### src/rtl/dram_sched_buffer.sv
// Ordered request buffer ahead of the DRAM command generator.
// It maps the head and next addresses to DRAM coordinates, returns responses and times refreshes.
module dram_sched_buffer #(
    parameter int DEPTH = 8,
    parameter int tREFI = 6240
) (
    input  logic        CLK,
    input  logic        nRST,
    input  logic        req_valid,
    output logic        req_ready,
    input  logic [31:0] req_addr,
    input  logic        req_wen,
    input  logic [31:0] req_wdata,
    output logic        resp_valid,
    output logic        resp_wen,
    output logic [31:0] resp_rdata,
    output logic [2:0]  Ra0,
    output logic [2:0]  Ra1,
    output logic [1:0]  BG0,
    output logic [1:0]  BG1,
    output logic [1:0]  BA0,
    output logic [1:0]  BA1,
    output logic [17:0] R0,
    output logic [17:0] R1,
    output logic [13:0] COL0,
    output logic [13:0] COL1,
    output logic        ramREN_curr,
    output logic        ramWEN_curr,
    output logic        ramREN_ftrt,
    output logic        ramWEN_ftrt,
    output logic [31:0] write_data,
    input  logic        request_done,
    input  logic [31:0] data_callback,
    output logic        REFRESH,
    input  logic        refresh_ack
);
    localparam int AW = $clog2(DEPTH);
    localparam int CW = $clog2(tREFI);
    localparam logic [CW-1:0] CNT_MAX = CW'(tREFI - 1);

    typedef enum logic {COUNT, PEND} ref_state_e;

    // Byte offset is never stored; the DRAM beat is word addressed.
    logic unused_addr_lsb;
    assign unused_addr_lsb = ^req_addr[1:0];

    logic [31:2] addr_q  [DEPTH];
    logic [31:0] wdata_q [DEPTH];
    logic        wen_q   [DEPTH];

    logic [AW:0] wptr_q, wptr_d;
    logic [AW:0] rptr_q, rptr_d;
    logic [AW:0] count_w;
    logic        empty_w, full_w, push_w, pop_w;

    assign empty_w  = (wptr_q == rptr_q);
    assign full_w   = (wptr_q[AW-1:0] == rptr_q[AW-1:0]) && (wptr_q[AW] != rptr_q[AW]);
    assign count_w  = wptr_q - rptr_q;
    assign push_w   = req_valid && !full_w;
    assign pop_w    = request_done && !empty_w;
    assign req_ready = !full_w;

    assign wptr_d = wptr_q + {{AW{1'b0}}, push_w};
    assign rptr_d = rptr_q + {{AW{1'b0}}, pop_w};

    always_ff @(posedge CLK or negedge nRST) begin
        if (!nRST) begin
            wptr_q <= '0;
            rptr_q <= '0;
            for (int i = 0; i < DEPTH; i++) begin
                addr_q[i]  <= '0;
                wdata_q[i] <= '0;
                wen_q[i]   <= 1'b0;
            end
        end else begin
            wptr_q <= wptr_d;
            rptr_q <= rptr_d;
            if (push_w) begin
                addr_q[wptr_q[AW-1:0]]  <= req_addr[31:2];
                wdata_q[wptr_q[AW-1:0]] <= req_wdata;
                wen_q[wptr_q[AW-1:0]]   <= req_wen;
            end
        end
    end

    // Slot 0 is the head, slot 1 the entry behind it; both read straight from storage.
    logic [AW-1:0] slot_idx   [2];
    logic [31:2]   slot_addr  [2];
    logic          slot_wen   [2];
    logic [31:0]   slot_wdata [2];
    logic          slot_vld   [2];
    logic [2:0]    slot_ra    [2];
    logic [1:0]    slot_bg    [2];
    logic [1:0]    slot_ba    [2];
    logic [17:0]   slot_row   [2];
    logic [13:0]   slot_col   [2];

    assign slot_idx[0] = rptr_q[AW-1:0];
    assign slot_idx[1] = rptr_q[AW-1:0] + 1'b1;
    assign slot_vld[0] = !empty_w;
    assign slot_vld[1] = (count_w >= (AW+1)'(2));

    generate
        for (genvar gi = 0; gi < 2; gi++) begin : g_slot
            assign slot_addr[gi]  = addr_q[slot_idx[gi]];
            assign slot_wen[gi]   = wen_q[slot_idx[gi]];
            assign slot_wdata[gi] = wdata_q[slot_idx[gi]];
            assign slot_ra[gi]    = {2'b00, slot_addr[gi][31]};
            assign slot_row[gi]   = {3'b000, slot_addr[gi][30:16]};
            assign slot_ba[gi]    = slot_addr[gi][15:14];
            assign slot_bg[gi]    = {slot_addr[gi][13], slot_addr[gi][5]};
            assign slot_col[gi]   = {4'b0000, slot_addr[gi][12:6], slot_addr[gi][4:2]};
        end
    endgenerate

    assign Ra0  = slot_ra[0];
    assign Ra1  = slot_ra[1];
    assign BG0  = slot_bg[0];
    assign BG1  = slot_bg[1];
    assign BA0  = slot_ba[0];
    assign BA1  = slot_ba[1];
    assign R0   = slot_row[0];
    assign R1   = slot_row[1];
    assign COL0 = slot_col[0];
    assign COL1 = slot_col[1];
    assign ramREN_curr = slot_vld[0] && !slot_wen[0];
    assign ramWEN_curr = slot_vld[0] &&  slot_wen[0];
    assign ramREN_ftrt = slot_vld[1] && !slot_wen[1];
    assign ramWEN_ftrt = slot_vld[1] &&  slot_wen[1];
    assign write_data  = slot_wdata[0];

    logic        resp_valid_q;
    logic        resp_wen_q;
    logic [31:0] resp_rdata_q;

    always_ff @(posedge CLK or negedge nRST) begin
        if (!nRST) begin
            resp_valid_q <= 1'b0;
            resp_wen_q   <= 1'b0;
            resp_rdata_q <= '0;
        end else begin
            resp_valid_q <= pop_w;
            resp_wen_q   <= pop_w && slot_wen[0];
            resp_rdata_q <= (pop_w && !slot_wen[0]) ? data_callback : 32'h0;
        end
    end

    assign resp_valid = resp_valid_q;
    assign resp_wen   = resp_wen_q;
    assign resp_rdata = resp_rdata_q;

    ref_state_e    state_q;
    logic [CW-1:0] cnt_q;
    logic          refresh_q;

    always_ff @(posedge CLK or negedge nRST) begin
        if (!nRST) begin
            state_q   <= COUNT;
            cnt_q     <= '0;
            refresh_q <= 1'b0;
        end else begin
            case (state_q)
                COUNT: begin
                    if (cnt_q == CNT_MAX) begin
                        state_q   <= PEND;
                        cnt_q     <= '0;
                        refresh_q <= 1'b1;
                    end else begin
                        cnt_q <= cnt_q + 1'b1;
                    end
                end
                PEND: begin
                    if (refresh_ack) begin
                        state_q   <= COUNT;
                        refresh_q <= 1'b0;
                    end
                end
                default: begin
                    state_q   <= COUNT;
                    cnt_q     <= '0;
                    refresh_q <= 1'b0;
                end
            endcase
        end
    end

    assign REFRESH = refresh_q;

endmodule
### config.mk
export PLATFORM = sky130hd
export DESIGN_NAME = dram_sched_buffer
export DESIGN_NICKNAME = d
export VERILOG_FILES = /design/src/rtl/dram_sched_buffer.sv
export SDC_FILE = /design/constraint.sdc
export NUM_CORES = 1
export LEC_CHECK = 0
export CAP_MARGIN = 20
export CORE_MARGIN = 2
export CORE_UTILIZATION = 62
export DETAILED_ROUTE_END_ITERATION = 8
export PLACE_DENSITY = 0.84
export SLEW_MARGIN = 20
export SYNTH_ARGS = -nofsm -noshare
export SYNTH_HDL_FRONTEND = slang
export SYNTH_SLANG_ARGS = --single-unit
### constraint.sdc
create_clock -name CLK -period 5.5 [get_ports CLK]
set_clock_uncertainty 0.05 [all_clocks]
set_input_delay 0.825 -clock CLK [delete_from_list [all_inputs] [get_ports CLK]]
set_output_delay 0.825 -clock CLK [all_outputs]
set_load 0.02 [all_outputs]
==> metrics.yaml <==
result_of_the_run: "finished, final reports clean"
critPathLaunchType: "flip-flop"
finish.net_count: 2051
layout_common_cells: "sky130_fd_sc_hd__dfrtp_1, sky130_fd_sc_hd__mux2_2, sky130_fd_sc_hd__clkdlybuf4s50_1"
synth_fa_ha_area_share_pct: 0.493
fp.dieW_um: 212
grt_max_degree: 172
core_area_um2: 43000
wl_per_cell_um: 23.7
std_cell_rows: 76
drt_first_iter_violations: 1109
period_share_pct: 86.8
total_power_mw: 23.6
ir_drop_mv: 0.641
cp.arrival_ns: 3.90
simple_logic_cell_fraction_of_the_synthesized_area_pct: 4.51
power.density_cell_area_nw_per_um2: 750
power_switching_share_pct: 35.6
fin_area_um2: 31400
detail_route.drc_violations: 0
pwr-share-seq_pct: 32.1
portBuffers: 231
ratio_of_cells_with_drive_above_1_in_the_final_layout_pct: 40.2
synthesis.area_per_instance_um2: 15.5
cts-resized-gates: 0
synth-edff-count: 0
initial_antenna_violation_count: 7
tritoncts_sinks: 561
fraction_of_registers_with_async_set_or_reset_after_synthesis_pct: 100
path_cells: "ha_4 -> buf_4 -> mux4_2 -> mux2_2 -> clkdlybuf4s50_1"
critPathMaxStageDelay_ns: 0.77
fp.dieArea_um2: 45100
synth_top_family_by_area: "multiplexers"
setup_tns_ns: 0
rsz0062_at_grt: "no"
synth_xor_xnor_area_share_pct: 0.618
cts.hold.buffers_added: 0
postRouteAntennaNets: 0
clk_path_buf_depth: 3
clock_tree.root_cell: "sky130_fd_sc_hd__clkbuf_16"
remaining_global_route_overflow: 0
holdWs_ns: 0.217
tritoncts.num_buffers: 56
hpwlAfterDp_mm: 35.3
first_pass_iters: 5
initial_core_util_pct: 62.6
p_sw_mw: 8.39
worst_skew_pair_latency_ns: 0.61
internal_power_mw: 15.2
worst_pin_slew_ns: 1.09
final-setup-viol-count: 0
placed_cells: 2466
worst-path-max-fanout: 30
die_height_um: 212
yosys_most_used_dff: "sky130_fd_sc_hd__dfrtp_1"
yosysWarningCount: 0
power.combinational.fraction_pct: 52.3
pin_count: 252
postSynthRegisterBits: 561
post_synth_mux_area_share_pct: 39.1
first_global_vias: 17201
max_freq_mhz: 209
report.final.slew_viol_count: 0
grt_pass1_wl_mm: 95.6
cts_tree: "yes"
final_cell_count_no_fill: 2570
critical_path.top_delay_family: "buffers and inverters"
critical_path_buf_inv_count: 2
syn_area_um2: 26900
post_synth_inst_count: 1738
power.static_leakage_nw: 13.6
hp-class: "input pin to asynchronous set/reset pin"
wirelength_mm: 60.8
worst_ep_required_time_ns: 4.62
total_vias_in_the_final_route: 15799
timing.final.hold_violations: 0
slew-limit-headroom_pct: 27.5
clock_power_share_pct: 15.7
netlist-cell-type-count: 48
grtUsageTotal_pct: 27.7
max-cap-violations: 0
seq_area_frac_synth_pct: 52.1
post-cts-setup-buffer-count: 0
critical_path_class: "flip-flop to output pin"
dpl_cell_area_um2: 29600
area_delta_synth_final_pct: 16.6
h-tree-depth: 2
via_per_inst: 6.15
worst_setup_path_end_kind: "output pin"
crit_path_top_delay_cell: "sky130_fd_sc_hd__ha_4"
mostFrequentLayoutCell: "sky130_fd_sc_hd__dfrtp_1"
clkTransAtPathRegs_ns: 0.06
tmin_final_ns: 4.77
place.gp.congestion: 0.776
synth_compound_gate_area_share_pct: 0.232
## per-layer routing
layer / routed length, um / part of all wire [%] / global-route usage [%]
met3: 3370 / 5.5 / 4.55
met4: 1580 / 2.6 / 9.38
met2: 30500 / 50 / 46.1
met1: 25300 / 42 / 37.6
met5: 32 / 0.053 / 0
## cells by family after synthesis
family	after synthesis
compound gates	9
xor+xnor	19
fa+ha+maj	10
buf+inv	141
flops	561
mux	726
other cells	1
simple gates	271
## layout make-up
cell class	instances	area (um2)
Tap cell	585	732
Fill cell	2770	11600
Sequential cell	561	14000
Antenna cell	4	10.0
Clock inverter	13	97.6
Inverter	6	22.5
Clock buffer	87	1670
Multi-Input combinational cell	1053	12200
Timing Repair Buffer	261	2610
## through the flow
stage	setup slack (ns)	utilization, %
after floorplan	2.43	-
after global placement	1.35	68.9
after detailed placement	1.31	68.9
after CTS	0.635	73.1
after global routing	0.529	73.1
final	0.727	73.1
## path summary, 6_finish.rpt
kind	startpoint	endpoint	slack, ns	depth (start not counted)
max in group asynchronous	nRST	wdata_q[246]	3.68	2
min	nRST	resp_rdata[13]	0.22	1
max reg2reg	rptr_q[1]	addr_q[2]	1.89	9
min in group CLK	wdata_q[70]	wdata_q[70]	0.44	1
max	rptr_q[0]	COL1[9]	0.73	5
min reg2reg	wdata_q[70]	wdata_q[70]	0.44	1
## cell usage after synthesis (3+ instances only)
master                     count  area, um2
sky130_fd_sc_hd__dfrtp_1     561      14000
sky130_fd_sc_hd__ha_1          9        113
sky130_fd_sc_hd__mux2_1       57        642
sky130_fd_sc_hd__nand3_1       9       45.0
sky130_fd_sc_hd__xor2_1       10       87.6
sky130_fd_sc_hd__buf_1         7       26.3
sky130_fd_sc_hd__buf_8         6       90.1
sky130_fd_sc_hd__nand2_1     191        717
sky130_fd_sc_hd__mux2_4       60        901
sky130_fd_sc_hd__nand3b_1      3       22.5
sky130_fd_sc_hd__buf_2        58        290
sky130_fd_sc_hd__xnor2_1       9       78.8
sky130_fd_sc_hd__buf_4        31        233
sky130_fd_sc_hd__inv_1         4       15.0
sky130_fd_sc_hd__mux4_2      188       4230
sky130_fd_sc_hd__nor2_1       12       45.0
sky130_fd_sc_hd__clkbuf_1     32        120
sky130_fd_sc_hd__and2_1       32        200
sky130_fd_sc_hd__mux2_2      419       4720
## sequential cells by signal, summed over array words and instances, names as in the netlist
name and count:
wdata_q 256, addr_q 240, resp_rdata 32, cnt_q 13, wen_q 8, rptr_q 4, wptr_q 4, REFRESH 1
resp_valid 1, resp_wen 1, state_q 1
## power by group through the flow
stage | Combinational (mW) | Sequential, mW | Clock, mW
2_1_floorplan | 8.60 | 7.13 | 0
3_3_place_gp | 12.1 | 7.34 | 0
3_5_place_dp | 12.4 | 7.56 | 0
4_1_cts | 12.4 | 7.52 | 3.76
5_1_grt | 13.1 | 7.79 | 3.93
6_report | 12.3 | 7.55 | 3.69
Power figures use the tool's default switching activity.
